<file path="src/rtl/fpa_pkg.sv">
// rtl/fpa_pkg.sv - shared single-precision field widths, states, limits and flag layout
package fpa_pkg;

    localparam int EXP_W = 8;
    localparam int MAN_W = 23;
    localparam int BIAS  = 127;
    localparam int ACC_W = 56;

    typedef enum logic [1:0] {
        ST_IDLE,
        ST_SHIFT,
        ST_ROUND,
        ST_OUT
    } state_e;

    localparam logic [31:0] INT_MAX = 32'h7FFF_FFFF;
    localparam logic [31:0] INT_MIN = 32'h8000_0000;

    localparam int FLAG_INVALID  = 2;
    localparam int FLAG_OVERFLOW = 1;
    localparam int FLAG_INEXACT  = 0;

    function automatic logic [2:0] mk_flags(input logic invalid, input logic overflow,
                                            input logic inexact);
        logic [2:0] f;
        f                = '0;
        f[FLAG_INVALID]  = invalid;
        f[FLAG_OVERFLOW] = overflow;
        f[FLAG_INEXACT]  = inexact;
        return f;
    endfunction

endpackage

</file>
<file path="src/rtl/fpa_round_rne.sv">
// rtl/fpa_round_rne.sv - round-to-nearest-even of a fixed-point magnitude
module fpa_round_rne (
    input  logic [32:0] acc_hi_i,
    input  logic        sticky_i,
    output logic [31:0] mag_o,
    output logic        inexact_o
);

    logic lsb;
    logic guard;
    logic up;

    // acc_hi_i[32:1] is the integer part, acc_hi_i[0] the first fraction bit
    always_comb begin
        lsb       = acc_hi_i[1];
        guard     = acc_hi_i[0];
        up        = guard & (lsb | sticky_i);
        mag_o     = acc_hi_i[32:1] + {31'b0, up};
        inexact_o = guard | sticky_i;
    end

endmodule

</file>
<file path="src/rtl/fp_to_int_seq.sv">
// rtl/fp_to_int_seq.sv - serial float32 to int32 converter with RNE rounding and saturation
module fp_to_int_seq
    import fpa_pkg::*;
#(
    parameter int STEP = 1
) (
    input  logic        clk,
    input  logic        rst,
    input  logic        in_valid,
    output logic        in_ready,
    input  logic [31:0] in_x,
    output logic        out_valid,
    input  logic        out_ready,
    output logic [31:0] out_int,
    output logic [2:0]  out_flags
);

    localparam logic [4:0] STEP_K = 5'(STEP);

    state_e             state_q;
    logic [ACC_W-1:0]   acc_q;
    logic [4:0]         cnt_q;
    logic               sign_q;
    logic               out_valid_q;
    logic [31:0]        out_int_q;
    logic [2:0]         out_flags_q;

    logic               x_s;
    logic [EXP_W-1:0]   x_e;
    logic [MAN_W-1:0]   x_m;
    logic [4:0]         shift_k;
    logic [4:0]         cnt_d;
    logic [ACC_W-1:0]   acc_d;
    logic [31:0]        mag;
    logic               rnd_inexact;

    always_comb begin
        x_s     = in_x[31];
        x_e     = in_x[30:23];
        x_m     = in_x[22:0];
        shift_k = (cnt_q < STEP_K) ? cnt_q : STEP_K;
        acc_d   = acc_q << shift_k;
        cnt_d   = cnt_q - shift_k;
    end

    fpa_round_rne u_round (
        .acc_hi_i  (acc_q[55:23]),
        .sticky_i  (|acc_q[22:0]),
        .mag_o     (mag),
        .inexact_o (rnd_inexact)
    );

    always_ff @(posedge clk) begin
        if (rst) begin
            state_q     <= ST_IDLE;
            acc_q       <= '0;
            cnt_q       <= '0;
            sign_q      <= 1'b0;
            out_valid_q <= 1'b0;
            out_int_q   <= '0;
            out_flags_q <= '0;
        end else begin
            case (state_q)
                ST_IDLE: begin
                    if (in_valid) begin
                        sign_q <= x_s;
                        if (x_e == 8'd255) begin
                            out_int_q   <= (x_m != '0) ? INT_MIN : (x_s ? INT_MIN : INT_MAX);
                            out_flags_q <= (x_m != '0) ? mk_flags(1'b1, 1'b0, 1'b0)
                                                       : mk_flags(1'b0, 1'b1, 1'b0);
                            out_valid_q <= 1'b1;
                            state_q     <= ST_OUT;
                        end else if (x_e >= 8'd158) begin
                            // exactly -2^31 is the one representable value in this range
                            if (in_x == 32'hCF00_0000) begin
                                out_int_q   <= INT_MIN;
                                out_flags_q <= '0;
                            end else begin
                                out_int_q   <= x_s ? INT_MIN : INT_MAX;
                                out_flags_q <= mk_flags(1'b0, 1'b1, 1'b0);
                            end
                            out_valid_q <= 1'b1;
                            state_q     <= ST_OUT;
                        end else if (x_e <= 8'd125) begin
                            out_int_q   <= '0;
                            out_flags_q <= mk_flags(1'b0, 1'b0, (x_e != '0) || (x_m != '0));
                            out_valid_q <= 1'b1;
                            state_q     <= ST_OUT;
                        end else if (x_e == 8'd126) begin
                            acc_q   <= {32'b0, 1'b1, x_m};
                            state_q <= ST_ROUND;
                        end else begin
                            acc_q   <= {31'b0, 1'b1, x_m, 1'b0};
                            cnt_q   <= 5'(x_e - 8'(BIAS));
                            state_q <= (x_e == 8'(BIAS)) ? ST_ROUND : ST_SHIFT;
                        end
                    end
                end
                ST_SHIFT: begin
                    acc_q <= acc_d;
                    cnt_q <= cnt_d;
                    if (cnt_d == '0) begin
                        state_q <= ST_ROUND;
                    end
                end
                ST_ROUND: begin
                    out_int_q   <= sign_q ? (32'd0 - mag) : mag;
                    out_flags_q <= mk_flags(1'b0, 1'b0, rnd_inexact);
                    out_valid_q <= 1'b1;
                    state_q     <= ST_OUT;
                end
                ST_OUT: begin
                    if (out_ready) begin
                        out_valid_q <= 1'b0;
                        state_q     <= ST_IDLE;
                    end
                end
                default: state_q <= ST_IDLE;
            endcase
        end
    end

    assign in_ready  = (state_q == ST_IDLE);
    assign out_valid = out_valid_q;
    assign out_int   = out_int_q;
    assign out_flags = out_flags_q;

endmodule

</file>
<file path="config.mk">
export PLATFORM = sky130hd
export DESIGN_NAME = fp_to_int_seq
export DESIGN_NICKNAME = d
export VERILOG_FILES = /design/src/rtl/fpa_pkg.sv /design/src/rtl/fpa_round_rne.sv /design/src/rtl/fp_to_int_seq.sv
export SDC_FILE = /design/constraint.sdc
export NUM_CORES = 1
export LEC_CHECK = 0
export ABC_AREA = 1
export CAP_MARGIN = 20
export CORE_UTILIZATION = 58
export DETAILED_ROUTE_END_ITERATION = 8
export GPL_TIMING_DRIVEN = 0
export PLACE_DENSITY = 0.9
export SLEW_MARGIN = 30
export SYNTH_ARGS = -nofsm -noshare
export SYNTH_HDL_FRONTEND = slang
export SYNTH_SLANG_ARGS = --single-unit
</file>
<file path="constraint.sdc">
create_clock -name clk -period 2.44 [get_ports clk]
set_input_delay 0.488 -clock clk [delete_from_list [all_inputs] [get_ports clk]]
set_output_delay 0.488 -clock clk [all_outputs]
set_load 0.01 [all_outputs]
</file>
Word-level counts from Yosys, hierarchy flattened
Cells that the tools add are included.
{"block": "totals", "ff_bits": 100, "inputBits": 36, "output_inout_bits": 37}
{"block": "classes", "addsub": 4, "order_cmp": 3, "eq_ne": 15, "shifts": 1, "n_mux": 44, "bitwise_logic": 3, "n_reduce_logical": 15}
{"operator": "32-bit two-way mux", "n": 8}
{"operator": "56-bit two-way mux", "n": 4}
{"operator": "56-bit case mux with 2 select lines", "n": 1}
{"operator": "32-bit case mux with 2 select lines", "n": 1}
{"operator": "56-bit by 5-bit << shifter with 56-bit output", "n": 1}
{"operator": "32-bit by 1-bit adder with 32-bit output", "n": 1}
{"operator": "32-bit == test (second input constant)", "n": 1}
{"operator": "1-bit by 32-bit subtractor with 32-bit output (first input constant)", "n": 1}
{"operator": "5-bit two-way mux", "n": 6}
{"operator": "25-bit two-way mux", "n": 1}
{"operator": "23-bit nonzero test", "n": 1}
{"operator": "23-bit OR reduction", "n": 1}
{"operator": "2-bit two-way mux", "n": 9}
{"operator": "8-bit by 7-bit == test with 1-bit output (second input constant)", "n": 2}
{"operator": "3-bit two-way mux", "n": 5}
{"operator": "2-bit inequality test (second input constant)", "n": 7}
{"operator": "5-bit case mux with 2 select lines", "n": 1}
{"operator": "8-bit == test (second input constant)", "n": 1}
{"operator": "8-bit greater-or-equal comparator (second input constant)", "n": 1}
{"operator": "8-bit by 7-bit less-or-equal comparator with 1-bit output (second input constant)", "n": 1}
{"operator": "2-bit case mux with 4 select lines", "n": 1}
{"operator": "8-bit nonzero test", "n": 1}
{"operator": "3-bit case mux with 2 select lines", "n": 1}
{"operator": "3-bit AND reduction", "n": 2}
{"operator": "other kinds (19)", "n": 26}

Logic depth before layout (Yosys ltp)
Gate-level depths: netlist (run 1).
{"block": "logic_depth", "depth_word": 8, "ltp_mapped": 20, "depth_no_buf": 20}

Cells and area by module
From an unflattened synthesis (run 1), not the netlist that was laid out.
{"block": "hier_totals", "hier_cells": 1234, "hier_area_um2": 7450.9}
{"mod": "fp_to_int_seq", "instances": 1, "cells_per_inst": 1041, "area_each_um2": 6467.5, "seq_area_each_um2": 2001.9}
{"mod": "fpa_round_rne", "instances": 1, "cells_per_inst": 193, "area_each_um2": 983.4, "seq_area_each_um2": 0.0}

Worst setup path before layout (run 1)
No wires, ideal clock.
{"block": "synth_timing", "path_type": "flip-flop to flip-flop", "from": "register acc_q[24]", "to": "register out_int_q[31], in the netlist out_int[31]", "arrival_ns": 2.170, "slack_ns": 0.204, "stages_incl_launch_ff": 18, "path_buffers": 0, "synth_period_minus_slack_ns": 2.236, "path_cell_list": "dfxtp_1 > nand2_2 > inv_1 > ha_1 > nand3_2 > nor2_8 > nand2_4 > nor2_2 > nand3_1 > nand2_1 > nand2_1 > nor2_1 > nand2_1 > nand2_1 > nand3_1 > nand2_1 > nand3_1 > a21oi_2"}
{"block": "synth_between", "elab_chain_len": 6}
{"item": "start, declared", "line_no": "fp_to_int_seq.sv:21", "rtl": "logic [ACC_W-1:0] acc_q;"}
{"item": "start signal, assigned", "line_no": "fp_to_int_seq.sv:90", "rtl": "acc_q <= {32'b0, 1'b1, x_m};"}
{"item": "start signal, assigned", "line_no": "fp_to_int_seq.sv:93", "rtl": "acc_q <= {31'b0, 1'b1, x_m, 1'b0};"}
{"item": "1-bit OR", "line_no": "fpa_round_rne.sv:17", "rtl": "up = guard & (lsb | sticky_i);"}
{"item": "1-bit bitwise AND", "line_no": "fpa_round_rne.sv:17"}
{"item": "32-bit by 1-bit adder with 32-bit output *", "line_no": "fpa_round_rne.sv:18", "rtl": "mag_o = acc_hi_i[32:1] + {31'b0, up};"}
{"item": "1-bit by 32-bit subtractor with 32-bit output", "line_no": "fp_to_int_seq.sv:107", "rtl": "out_int_q <= sign_q ? (32'd0 - mag) : mag;"}
{"item": "32-bit two-way mux *", "line_no": "fp_to_int_seq.sv:107"}
{"item": "32-bit case mux with 2 select lines *", "line_no": "fp_to_int_seq.sv:63", "rtl": "case (state_q)"}
{"item": "end signal, assigned", "line_no": "fp_to_int_seq.sv:68", "rtl": "out_int_q <= (x_m != '0) ? INT_MIN : (x_s ? INT_MIN : INT_MAX);"}
{"item": "end signal, assigned", "line_no": "fp_to_int_seq.sv:79", "rtl": "out_int_q <= x_s ? INT_MIN : INT_MAX;"}
{"item": "end signal, assigned", "line_no": "fp_to_int_seq.sv:107"}
{"item": "end, declared", "line_no": "fp_to_int_seq.sv:25", "rtl": "logic [31:0] out_int_q;"}
Every way passes the cells marked *; elsewhere a longest branch is shown, timed or not.
A chain may end at the register's enable or synchronous reset.

Worst setup path in the final report (run 1)
{"block": "layout_timing", "from": "register acc_q[26]", "to": "register out_int_q[17], in the netlist out_int[17]"}
{"block": "layout_between", "elab_chain_len": 4}
{"item": "32-bit by 1-bit adder with 32-bit output *", "line_no": "fpa_round_rne.sv:18"}
{"item": "1-bit by 32-bit subtractor with 32-bit output", "line_no": "fp_to_int_seq.sv:107"}
{"item": "32-bit two-way mux *", "line_no": "fp_to_int_seq.sv:107"}
{"item": "32-bit case mux with 2 select lines *", "line_no": "fp_to_int_seq.sv:63"}
Marked as above.

==> impl_metrics.yaml, run 1 <==
grt:
  grt_max_degree: 20
  grt_first_pass_wirelength_mm: 31.8
  antenna_found_initial: 0
  track_usage_pct: 33.7
  first_global_vias: 6914
  grt_overflow_total: 0
setup_path:
  critPathMaxStageDelay_ns: 0.46
  cp_max_fo: 9
  path_buf_inv: 0
  worst_setup_path_end_kind: "flip-flop"
  crit_chain: "nand2_2, nor2_8, nand3_1, nand2_1, nand2_1, nor2_4, nand3_2, nor2_4, nand2_1, nand2_2, a21oi_1, nand3b_1, a21oi_1"
  crit_required_ns: 2.74
  cp_data_arrival_time_ns: 3.00
  worstSetupPathType: "flip-flop to flip-flop"
  cp-start-kind: "flip-flop"
  path_delay_family: "simple AND/OR/NAND/NOR gates"
  cp_slowest_cell: "dfxtp_2"
  crit_top_cell: "nand2_1"
synthesis:
  yosys_register_bits: 100
  synth-seq-area-share_pct: 29.8
  synth_cells: 1017
  synth_area_leader_cell: "dfxtp_1"
  synth_common_cells: "nand2_1 (232), nor2_1 (119), inv_1 (109), dfxtp_1 (100), nand3_1 (79)"
  ys_async_sr_fraction_pct: 0
  synth_top_area_share_pct: 29.8
  synth_edf_count: 0
  yosys_warnings: 0
  syn_avg_cell_area_um2: 6.60
  yosysUniqueCellTypes: 49
  synth_area_leaders: "dfxtp_1 (30%), nand2_1 (13%), nor2_1 (6.7%)"
  synthFlopType: "dfxtp_1"
  synthesis.nets: 1065
  synth_area_mm2: 0.00671
  yosysMostFrequentCell: "nand2_1"
floorplanning:
  chipWidth_um: 110
  coreArea_mm2: 0.0111
  start_util_pct: 60.6
  die_y_um: 110
  fp-row-count: 38
  dieArea_mm2: 0.0120
  io_pins: 73
routing:
  drc: 0
  vias: 8518
  dr.pass1.iters: 9
  ant_nets: 0
  drt_iter0_drc: 1434
  vias_per_cell: 6.63
  post_drt_wl_per_cell_um: 18.9
  maxUsedRoutingLayer: "met4"
  wl_met2_mm: 11.1
  route.met3.wl_mm: 2.62
  totalWireLength_mm: 24.3
  wl_met1_mm: 8.87
pwr:
  p_leak_nw: 3.73
  total_power_w: 0.00846
  powerDensity_mw_per_mm2: 964
  max-vdd-ir-drop_mv: 0.979
timing:
  post-route-period-util_pct: 111
  max_freq_mhz: 370
  slew_headroom_pct: 49.7
  final_max_slew_viol_count: 0
  setup_violations: 25
  hold_viol: 0
  skew_ns: 0.0135
  rsz0062_at_grt: "true"
  tightest_slew_ns: 0.754
  fin_ws_ns: -0.260
  setup-tns-final_ns: -2.99
  fin_crit_ns: 2.70
clock_tree:
  cts_root_buffer: "clkbuf_16"
  clock_sinks: 100
  cts_tree: "built"
  ctsHoldBuffers: 0
  path_clk_slew_ns: 0.08
  clkLatencyLatePin_ns: 0.38
  cts_max_level: 3
  cts_buffers: 9
  clockBufferDepth: 2
status:
  failed_checks: "setup timing"
  outcome: "finished with violations"
final_layout:
  stdcell_area_mm2: 0.00877
  layout-drive-gt1-share_pct: 23.2
  utilization_pct: 79.2
  fill_cells: 722
  layout.nets: 1187
  area_growth_syn_to_layout_pct: 30.7
  antennaDiodeCount: 0
placed_design:
  post_dp_cell_area_mm2: 0.00760
  port_buffers: 71
  place_congestion: 0.937
  dp_hpwl_mm: 14.0
flow_run:
  cap_violations: 0
hold_path:
  min_path_type: "flip-flop to flip-flop"
-- layout by cell type (no fill, tap or decap), types with 5 or more instances in the layout --
master	synthesis	layout
nand2_4	2	6
dlymetal6s2s_1	0	5
clkbuf_1	29	21
a221oi_1	23	19
nor2_4	7	17
dfxtp_1	100	78
inv_1	109	97
ha_1	12	9
clkdlybuf4s50_1	0	64
o21ai_1	2	14
nand3_2	5	16
a21oi_1	58	50
clkbuf_16	0	9
clkbuf_4	1	6
a21oi_2	1	8
buf_2	11	6
nor2_2	13	25
inv_2	5	14
nor2_1	119	97
dfxtp_2	0	20
buf_4	2	46
nand3_1	79	64
o21ai_0	57	44
nand2_1	232	207
o221ai_1	26	26
clkbuf_2	0	7
nand2_2	13	33
nand4_1	9	9
nand3b_1	14	14
a32oi_1	29	26
-- power by group --
group	leakage [nW]	switching [W]	internal, W	total, W
registers	0.829	0.000277	0.00207	0.00235
logic	2.76	0.00278	0.00187	0.00465
clock network	0.140	0.000733	0.000722	0.00146
-- through the flow --
stage	hold WS, ns	worst slack, ns	std cells
5_1_grt	0.519	-0.464	1284
3_5_place_dp	0.467	-0.813	1228
6_report	0.482	-0.260	1284
2_1_floorplan	0.451	0.204	1017
3_3_place_gp	0.463	-0.696	1228
4_1_cts	0.477	0.00542	1263
-- worst register-to-register path, delay by kind of cell (launching register included) --
kind,cells,cell delay (ns)
DFF,1,0.46
and+or+nand+nor,11,1.96
AOI/OAI and AO/OA,2,0.20
-- metal layers --
layer | GRT usage [%] | vias up
li1 | - | 3725
met1 | 42.1 | 3860
met2 | 56.9 | 708
met3 | 6.99 | 225
met4 | 13.1 | 0
met5 | 0 | -
-- sequential cells by signal (all words and copies together) (netlist names) --
name and cells:
acc_q 56, out_int 32, cnt_q 5, out_flags 3, state_q 2, out_valid 1, sign_q 1
-- cell families (layout without fill, tap and decap cells) --
logic type                 after synthesis  after routing  share of synthesized area (%)
and+or+nand+nor                        517            517                           35.3
xor gates and xnor gates                 7              7                           1.30
DFF                                    100            100                           29.8
adders and majority gates               12             12                           2.24
AOI/OAI and AO/OA                      220            220                           21.8
buffers and inverters                  161            288                           9.49
-- final cells by class --
type | count | area [um2] | share of cell area, %
sequential | 100 | 2030 | 23.2
inverter | 114 | 435 | 4.96
clock buffer | 9 | 225 | 2.57
clock inverter | 7 | 68.8 | 0.784
multi-input combinational | 756 | 4570 | 52.1
buffer | 47 | 250 | 2.85
tap | 140 | 175 | 2.00
timing repair buffer | 111 | 1010 | 11.6
-- worst paths after layout --
check | startpoint | endpoint | slack (ns) | cells past startpoint
max | acc_q[26]$_SDFFE_PP0P_ | out_int[17]$_SDFFE_PP0P_ | -0.26 | 13
min | acc_q[0]$_SDFFE_PP0P_ | acc_q[0]$_SDFFE_PP0P_ | 0.48 | 2
min reg2reg | acc_q[0]$_SDFFE_PP0P_ | acc_q[0]$_SDFFE_PP0P_ | 0.48 | 2
max reg2reg | acc_q[26]$_SDFFE_PP0P_ | out_int[17]$_SDFFE_PP0P_ | -0.26 | 13
-- repair_timing --
| item | in CTS | in global routing |
|---|---|---|
| buffers inserted | 19 | 21 |
| pin swaps | 17 | 56 |
| gates resized for setup | 40 | 169 |
| setup endpoints to repair | 91 | 86 |
Note: power is estimated with default switching activity, not from simulation.
==> inputs of run 2 (changes only) <==
CORE_ASPECT_RATIO = 1.25   (was default)
SETUP_SLACK_MARGIN = 0.3   (was default)
SLEW_MARGIN = 0   (was 30)
==> impl_metrics.yaml, run 2 <==
grt:
  grt_overflow_total: 76
  grt_max_degree: 19
  track_usage_pct: 63.2
clock_tree:
  cts_max_level: 3
  cts_root_buffer: "clkbuf_16"
  clock_sinks: 100
  cts_buffers: 9
  clockBufferDepth: 2
  ctsHoldBuffers: 0
placed_design:
  port_buffers: 71
  place_congestion: 0.944
  dp_hpwl_mm: 14.6
  dp_cells: 1223
  post-place-ws_ns: -0.802
synthesis:
  ys_async_sr_fraction_pct: 0
  synth_area_mm2: 0.00671
  synth_common_cells: "nand2_1 (232), nor2_1 (119), inv_1 (109), dfxtp_1 (100), nand3_1 (79)"
  syn_avg_cell_area_um2: 6.60
  synth_area_leader_cell: "dfxtp_1"
  synth_top_area_share_pct: 29.8
  synthesis.nets: 1065
  synthFlopType: "dfxtp_1"
  yosys_warnings: 0
  synth_edf_count: 0
  synth_area_leaders: "dfxtp_1 (30%), nand2_1 (13%), nor2_1 (6.7%)"
  yosys_register_bits: 100
  yosysUniqueCellTypes: 49
  synth-seq-area-share_pct: 29.8
  synth_cells: 1017
  yosysMostFrequentCell: "nand2_1"
status:
  haltStage: "global routing"
  tool.error: "[ERROR GRT-0232] Routing congestion too high. Check the congestion heatmap in the GUI."
  outcome: "aborted with a tool error"
floorplanning:
  chipWidth_um: 98.2
  io_pins: 73
  fp-row-count: 43
  start_util_pct: 60.0
  die_y_um: 122
timing:
  worstEpCategory: "sequential cell input"
  worst_endpoint: "out_int[30]$_SDFFE_PP0P_/D"
run 2: cell counts after synthesis:
Identical to the previous run, type by type.
run 2: timing repair:
action                     in CTS
gates resized for setup       162
pin swaps                      53
setup endpoints to repair      96
gates cloned                    1
setup buffers                  46
run 2: kinds of logic after synthesis:
| family | share of synthesized area, % |
|---|---|
| flops | 29.8 |
| simple gates | 35.3 |
| fa+ha+maj | 2.24 |
| xor+xnor | 1.30 |
| buf+inv | 9.49 |
| compound gates | 21.8 |
run 2: metal layers:
layer / GRT usage, % / GRT overflow
met1: 62.6 / 2
met2: 87.8 / 50
met3: 38.8 / 0
met4: 66.4 / 24
met5: 0.427 / 0
run 2: through the flow:
step,TNS (ns),area (um2)
after floorplan,0,6750
after global placement,-51.81,7620
after detailed placement,-59.50,7620
after CTS,0,8740
==> inputs of run 3 (changes only) <==
CORE_ASPECT_RATIO = default   (was 1.25)
CORE_UTILIZATION = 40   (was 58)
PLACE_DENSITY = default   (was 0.9)
PLACE_DENSITY_LB_ADDON = 0.15   (was default)
SETUP_SLACK_MARGIN = default   (was 0.3)
==> impl_metrics.yaml, run 3 (synthesis results as in run 1) <==
timing:
  skew_ns: 0.00780
  setup_violations: 3
  tightest_slew_ns: 0.622
  fin_crit_ns: 2.45
  slew_headroom_pct: 58.5
  max_freq_mhz: 409
  rsz0062_at_grt: "true"
  hold_viol: 0
  setup-tns-final_ns: -0.0150
  post-route-period-util_pct: 100
  fin_ws_ns: -0.00729
  final_max_slew_viol_count: 0
clock_tree:
  cts_root_buffer: "clkbuf_16"
  cts_max_level: 3
  ctsHoldBuffers: 0
  path_clk_slew_ns: 0.07
  clockBufferDepth: 2
  clock_sinks: 100
  cts_buffers: 9
  cts_tree: "built"
  clkLatencyLatePin_ns: 0.36
grt:
  grt_first_pass_wirelength_mm: 32.9
  first_global_vias: 6754
  grt_max_degree: 18
  grt_overflow_total: 0
  track_usage_pct: 23.2
  antenna_found_initial: 0
status:
  outcome: "finished with violations"
  failed_checks: "setup timing"
final_layout:
  layout-drive-gt1-share_pct: 19.8
  antennaDiodeCount: 0
  fill_cells: 1670
  regMostFlops: "acc_q"
  layout.nets: 1168
  area_growth_syn_to_layout_pct: 30.3
  mostFrequentLayoutCells: "nand2_1 (209), inv_1 (103), nor2_1 (95)"
  multi_input_area_mm2: 0.00456
  stdcell_area_mm2: 0.00874
  largest_reg_flops: 56
  final_common_cell: "nand2_1"
  seq_area_mm2: 0.00202
setup_path:
  regToRegSetupSlack_ns: -0.007
  cp_max_fo: 7
  cp-start-kind: "flip-flop"
  crit_top_cell: "nand3_2"
  r2r_end: "out_int[26]$_SDFFE_PP0P_"
  critPathMaxStageDelay_ns: 0.33
  cp_slowest_cell: "dfxtp_2"
  worstSetupPathType: "flip-flop to flip-flop"
  crit_required_ns: 2.74
  rr_worst_depth: 20
  worst_setup_path_end_kind: "flip-flop"
  crit_chain: "nor2_2, nand3_1, nor2_1, nand3_2, nand3_2, nand2_2, inv_2, ha_4, inv_4, nor2_4, nand3_2, nor2_4, nand2_2, nor2_4, nand4_4, nand2_4, nand2_2, nand2_1, nand3_2, a21oi_2"
  cp_data_arrival_time_ns: 2.74
  path_delay_family: "simple AND/OR/NAND/NOR gates"
  path_buf_inv: 2
  regToRegStartpoint: "acc_q[17]$_SDFFE_PP0P_"
routing:
  drc: 0
  drt_iter0_drc: 530
  post_drt_wl_per_cell_um: 15.0
  vias_per_cell: 5.48
  ant_nets: 0
  dr.pass1.iters: 6
  totalWireLength_mm: 20.2
  vias: 7353
floorplanning:
  dieArea_mm2: 0.0173
  start_util_pct: 41.7
  fp-row-count: 46
  io_pins: 73
  die_y_um: 132
  chipWidth_um: 132
  coreArea_mm2: 0.0161
placed_design:
  post_dp_cell_area_mm2: 0.00769
  port_buffers: 71
  post-place-ws_ns: -0.826
  place_congestion: 0.888
  dp_hpwl_mm: 15.0
pwr:
  max-vdd-ir-drop_mv: 0.527
  p_leak_nw: 3.67
  powerDensity_mw_per_mm2: 939
flow_run:
  cap_violations: 0
hold_path:
  whs_endpoint: "cnt_q[2]$_SDFFE_PP0P_"
  hold_start: "cnt_q[2]$_SDFFE_PP0P_"
  min_path_type: "flip-flop to flip-flop"
  hold_depth: 2
run 3: metal layers:
layer	track usage, %	part of all wire [%]
met5	0	0
met4	8.46	1.9
met3	3.09	4.1
met2	37.9	47
met1	31.0	47
run 3: stage by stage:
step / utilization, % / hold slack [ns] / total power [W] / instances
after floorplan: - / 0.451 / 0.00465 / 1017
after global placement: 47.7 / 0.471 / 0.00582 / 1304
after detailed placement: 47.7 / 0.474 / 0.00584 / 1304
after CTS: 51.4 / 0.485 / 0.00775 / 1331
after global routing: 54.3 / 0.510 / 0.00879 / 1341
final: 54.3 / 0.483 / 0.00821 / 1341
run 3: worst max path at each step:
stage	to	depth (start not counted)	start	slack, ns
6_report	out_int[26]$_SDFFE_PP0P_	20	acc_q[17]$_SDFFE_PP0P_	-0.007
5_1_grt	out_int[30]$_SDFFE_PP0P_	20	acc_q[17]$_SDFFE_PP0P_	-0.19
4_1_cts	out_int[26]$_SDFFE_PP0P_	20	acc_q[1]$_SDFFE_PP0P_	-0.009
3_5_place_dp	acc_q[45]$_SDFFE_PP0P_	12	in_x[23]	-0.83
3_3_place_gp	acc_q[55]$_SDFFE_PP0P_	12	in_x[23]	-0.80
2_1_floorplan	out_int[31]$_SDFFE_PP0P_	17	acc_q[24]$_SDFFE_PP0P_	0.20
run 3: what timing repair did:
action | 4_1_cts | 5_1_grt
buffers inserted | 12 | 10
gates resized for setup | 59 | 127
pin swaps | 19 | 40
setup endpoints to repair | 91 | 89
run 3: report_power, final:
part	leakage, nW	switching (W)	internal, W
logic	2.68	0.00252	0.00177
registers	0.825	0.000245	0.00207
clock network	0.158	0.000687	0.000913
total	3.67	0.00346	0.00476
run 3: layout make-up:
type	count	share of cell area (%)
Sequential cell	100	23.2
Tap cell	216	3.09
Clock inverter	6	1.09
Multi-Input combinational cell	756	52.1
Buffer	46	2.83
Clock buffer	10	2.62
Inverter	114	5.04
Timing Repair Buffer	93	10.0
run 3: worst min-delay path: cells and delay by family, from the launching register on:
kind            cells  cell delay [ns]
flops               1             0.32
compound gates      1             0.05
simple gates        1             0.06
==> inputs of run 4 (changes only) <==
clock period = 2.95 ns   (was 2.44 ns; I/O delays follow)
==> impl_metrics.yaml, run 4 (synthesis results as in run 1) <==
clock_tree:
  clkLatencyLatePin_ns: 0.36
  path_clk_slew_ns: 0.07
  cts_tree: "built"
  clockBufferDepth: 2
  cts_max_level: 3
  cts_buffers: 9
  ctsHoldBuffers: 0
  clock_sinks: 100
  cts_root_buffer: "clkbuf_16"
placed_design:
  place_congestion: 0.888
  post-place-ws_ns: -0.418
  dp_hpwl_mm: 15.0
  port_buffers: 71
routing:
  vias: 7176
  drc: 0
  ant_nets: 0
  totalWireLength_mm: 19.2
  dr.pass1.iters: 6
  post_drt_wl_per_cell_um: 14.5
  drt_iter0_drc: 623
  vias_per_cell: 5.43
timing:
  tightest_slew_ns: 0.589
  skew_ns: 0.00900
  hold_viol: 0
  fin_crit_ns: 2.79
  post-route-period-util_pct: 94.5
  max_freq_mhz: 359
  setup_violations: 0
  fin_ws_ns: 0.163
  slew_headroom_pct: 60.8
  final_max_slew_viol_count: 0
pwr:
  p_int_w: 0.00359
  total_power_w: 0.00618
  switching_share_pct: 41.9
  max-vdd-ir-drop_mv: 0.430
  switching_power_w: 0.00259
  powerDensity_mw_per_mm2: 765
  pwr-share-seq_pct: 30.4
  p_leak_nw: 3.40
  pwr-share-comb_pct: 48.3
  p_clk_share_pct: 21.3
setup_path:
  worst_setup_path_end_kind: "flip-flop"
  rr_worst_depth: 18
  cp-start-kind: "input port"
  worstSetupPathType: "input port to flip-flop"
  critPathMaxStageDelay_ns: 0.54
  cp_max_fo: 10
  crit_required_ns: 3.23
  crit_chain: "clkdlybuf4s50_1, inv_1, ha_1, nor4_2, o21ai_1, nand2_1, nand2_1, nor2_1, buf_2, buf_2, nand3_1, a21oi_1"
  cp_data_arrival_time_ns: 3.07
  cp_slowest_cell: "clkdlybuf4s50_1"
hold_path:
  min_path_type: "flip-flop to flip-flop"
  hold_depth: 2
grt:
  track_usage_pct: 22.9
  grt_max_degree: 18
  grt_overflow_total: 0
  antenna_found_initial: 0
  grt_first_pass_wirelength_mm: 32.4
  first_global_vias: 6617
final_layout:
  largest_reg_flops: 56
  layout-drive-gt1-share_pct: 9.22
  regMostFlops: "acc_q"
  mostFrequentLayoutCells: "nand2_1 (230), nor2_1 (117), inv_1 (108)"
  antennaDiodeCount: 0
  area_growth_syn_to_layout_pct: 20.4
  layout.nets: 1149
  final_common_cell: "nand2_1"
floorplanning:
  io_pins: 73
  dieArea_mm2: 0.0173
  chipWidth_um: 132
  die_y_um: 132
  start_util_pct: 41.7
  coreArea_mm2: 0.0161
  fp-row-count: 46
flow_run:
  cap_violations: 0
status:
  outcome: "finished, final reports clean"
run 4: cell count changes in the layout (fill, tap and decap cells not counted), moves of 11 or more:
cell,previous run,this run
nor2_4,23,7
nand2_1,209,230
buf_4,32,3
dfxtp_1,86,99
dfxtp_2,12,1
nor2_1,95,117
nand2_2,29,15
nand3_2,23,5
nand3_1,59,79
run 4: routing by layer:
metal / wire, um / global-route usage (%) / vias to the layer above
li1: - / - / 3651
met1: 9170 / 31.0 / 3320
met2: 8780 / 37.0 / 179
met3: 786 / 2.82 / 26
met4: 452 / 8.40 / 0
met5: 0 / 0 / -
run 4: timing repair:
action                                  4_1_cts  5_1_grt
resized for setup                             1       18
pin swaps                                     0        2
endpoints found under the setup margin       10       81
buffers inserted                              0        2
run 4: power by group through the flow:
| stage | registers, W | clock network (W) | logic (W) |
|---|---|---|---|
| 5_1_grt | 0.00193 | 0.00139 | 0.00334 |
| 6_report | 0.00188 | 0.00132 | 0.00298 |
| 3_3_place_gp | 0.00191 | 0 | 0.00291 |
| 2_1_floorplan | 0.00196 | 0 | 0.00189 |
| 4_1_cts | 0.00188 | 0.00135 | 0.00294 |
| 3_5_place_dp | 0.00191 | 0 | 0.00292 |
run 4: final timing paths:
kind	startpoint	to	slack, ns
max	in_x[24]	acc_q[55]$_SDFFE_PP0P_	0.16
max reg2reg	acc_q[24]$_SDFFE_PP0P_	out_int[29]$_SDFFE_PP0P_	0.25
min	out_flags[2]$_SDFFE_PP0P_	out_flags[2]$_SDFFE_PP0P_	0.48
min reg2reg	out_flags[2]$_SDFFE_PP0P_	out_flags[2]$_SDFFE_PP0P_	0.48
run 4: cell type report:
cell class / instances / area, um2
Buffer: 47 / 218
Clock buffer: 10 / 229
Clock inverter: 6 / 95.1
Fill cell: 1729 / 8030
Inverter: 114 / 430
Multi-Input combinational cell: 756 / 4100
Sequential cell: 100 / 2000
Tap cell: 216 / 270
Timing Repair Buffer: 73 / 741
run 4: worst max-delay path: cells and delay by family:
| kind | cells | cell delay [ns] |
|---|---|---|
| fa+ha+maj | 1 | 0.22 |
| simple gates | 5 | 0.84 |
| compound gates | 2 | 0.26 |
| buf+inv | 4 | 1.15 |
run 4: through the flow:
step,hold WS [ns],cell area (um2),util [%],TNS (ns),std cells
detailed placement,0.474,7690,47.7,-24.94,1304
global route,0.505,8080,50.1,-0.0458,1322
floorplan,0.451,6710,-,0,1017
CTS,0.485,8020,49.8,0,1320
global placement,0.471,7690,47.7,-23.70,1304
finish,0.482,8080,50.1,0,1322
==> edit: new RTL, settings of run 4 <==
Encoding of `state_e`: now one-hot (4 bits for 4 states).
--- a/src/rtl/fpa_pkg.sv
+++ b/src/rtl/fpa_pkg.sv
@@ -6,11 +6,11 @@
     localparam int BIAS  = 127;
     localparam int ACC_W = 56;
 
-    typedef enum logic [1:0] {
-        ST_IDLE,
-        ST_SHIFT,
-        ST_ROUND,
-        ST_OUT
+    typedef enum logic [3:0] {
+        ST_IDLE  = 4'b0001,
+        ST_SHIFT = 4'b0010,
+        ST_ROUND = 4'b0100,
+        ST_OUT   = 4'b1000
     } state_e;
 
     localparam logic [31:0] INT_MAX = 32'h7FFF_FFFF;
Check against the original RTL: same outputs for any inputs over 4 cycles, from zero or initial values and one cycle with rst high; so few cycles prove little.
==> edit against run 4 <==
  * Area after synthesis up 3.4%
  * Worst setup slack improved by 39 ps
  * Cell area is 2.7% higher
  * Clock power is 5% higher
  * Power fell by 2.8%
  * Clock skew is 1.7 ps lower
  * Count of clock-buffer cells in the layout rose by 1
  * Sequential share of layout area fell by 0.19 points
  * First-iteration DRC count decreased by 15%
  * Critical path depth shrank 1
  * Sequential cell count grew 2
  * Wire length is 4.2% higher
==> edit: results (changes against run 4) <==
INFO  metric run_status = complete, no violations
INFO  metric drt_iter0_markers = 529 (-15%)
INFO  metric max_slew.worst_pin.slew = 633 ps (+44.5 ps)
INFO  metric setup_slack_of_the_most_critical_reg_to_reg_path = 310 ps (+60 ps)
INFO  metric holdWs = 470 ps (-12.2 ps)
INFO  metric detailed_place_hpwl = 15600 um (+4.1%)
INFO  metric worst_r2r_startpoint = acc_q[12]
INFO  metric fin_worst_skew = 7.28 ps (-1.72 ps)
INFO  metric hold_path_startpoint = acc_q[8]
INFO  metric wire_per_inst = 14.3 um (-1.3%)
INFO  metric drtPass1Iterations = 5 (-1)
INFO  metric setup_bufs_post_cts = 2 (+2)
INFO  metric met3RoutedLength = 837 um (+6.5%)
INFO  metric vias_in_the_first_global_route = 6474 (-2.2%)
INFO  metric drt_met1_wl = 10400 um (+13%)
INFO  metric postCtsResizedCells = 2 (+1)
INFO  metric antenna_violations_before_repair = 0 (unchanged)
INFO  metric worst_ep_arrival_time = 3000 ps (-70 ps)
INFO  metric timing.hold.worst_endpoint = acc_q[8]
INFO  metric viasPerCell = 5.13 (-5.5%)
INFO  metric fraction_of_the_yosys_area_taken_by_sequential_cells = 0.294 (-0.00412)
INFO  metric power_leakage = 3.51 nW (+3.2%)
INFO  metric synth.top_cells.by_area = sky130_fd_sc_hd__dfxtp_1, sky130_fd_sc_hd__nand2_1, sky130_fd_sc_hd__nor2_1, sky130_fd_sc_hd__inv_1, sky130_fd_sc_hd__a21oi_1
INFO  metric netlist_top_cells_count = sky130_fd_sc_hd__nand2_1, sky130_fd_sc_hd__nor2_1, sky130_fd_sc_hd__inv_1
INFO  metric rr_worst_depth = 19 (+1)
INFO  metric finish.net_count = 1215 (+5.7%)
INFO  metric global_placer_s_final_weighted_congestion = 0.873 (-1.7%)
INFO  metric grt_max_degree = 17 (-1)
INFO  metric area.sequential = 0.00204 mm2 (+1.9%)
INFO  metric netlist-cell-type-count = 46 (-6.1%)
INFO  metric grt_util_all_layers = 0.228 (-0.000468)
INFO  metric first_pass_grt_wire_length = 32200 um (-0.47%)
INFO  metric final_layout_size_suffix_gt1_frac = 0.107 (+0.0149)
INFO  metric met2_wirelength = 8610 um (-1.9%)
INFO  metric timing.rr.end = out_int[20]
INFO  metric power.ir.vdd_worst = 363 uV (-16%)
INFO  metric cts_made_buffers = 9 (unchanged)
INFO  metric syn_nets = 1131 (+6.2%)
edit: cell families (layout without fill, tap and decap cells):
kind of cell / after synthesis / in the layout / share of synthesized area
AO/OA/AOI/OAI: 231 / 231 / 0.195
XOR/XNOR: 13 / 13 / 0.0164
adder cells (fa/ha/maj): 8 / 8 / 0.0144
buffers and inverters: 180 / 269 / 0.104
flip-flops: 102 / 102 / 0.294
AND/OR/NAND/NOR: 553 / 553 / 0.376
edit: final cells by class:
type	instances	share of cell area
clock inverter	5	0.0128
buffer	44	0.0261
tap	220	0.0332
clock buffer	11	0.0292
timing repair buffer	73	0.0866
inverter	136	0.0615
sequential	102	0.246
multi-input combinational	805	0.505
edit: stage by stage:
stage | setup WS (ps) | TNS, ps | cells
after global placement | -652 | -43790 | 1378
final | 202 | 0 | 1396
after global routing | 15.8 | 0 | 1396
after floorplan | 550 | 0 | 1087
after CTS | 31.8 | 0 | 1396
after detailed placement | -669 | -44700 | 1378
edit: how the worst max path moves through the flow:
stage,startpoint,to,slack (ps),cells after the start
after floorplan,in_x[23],acc_q[52],550,16
after global placement,in_x[23],acc_q[52],-650,17
after detailed placement,in_x[23],acc_q[47],-670,17
after CTS,in_x[22],out_int[23],30,14
after global routing,acc_q[24],out_int[31],20,17
final,in_x[27],acc_q[9],200,11
edit: metal layers:
metal  vias to the layer above  GRT usage
met5                         -          0
met4                         0     0.0562
met3                        16     0.0335
met2                       165      0.359
met1                      3210      0.326
li1                       3772          -
edit: worst max-delay path, delay by kind of cell:
kind                   cells  cell delay (ps)
AND/OR/NAND/NOR            4              800
buffers and inverters      4             1250
AO/OA/AOI/OAI              3              350
edit: where the power goes:
part           total, mW  internal, mW  switching [mW]
Clock               1.39         0.854           0.540
Sequential          2.00          1.77           0.230
Combinational       2.61          1.07            1.54
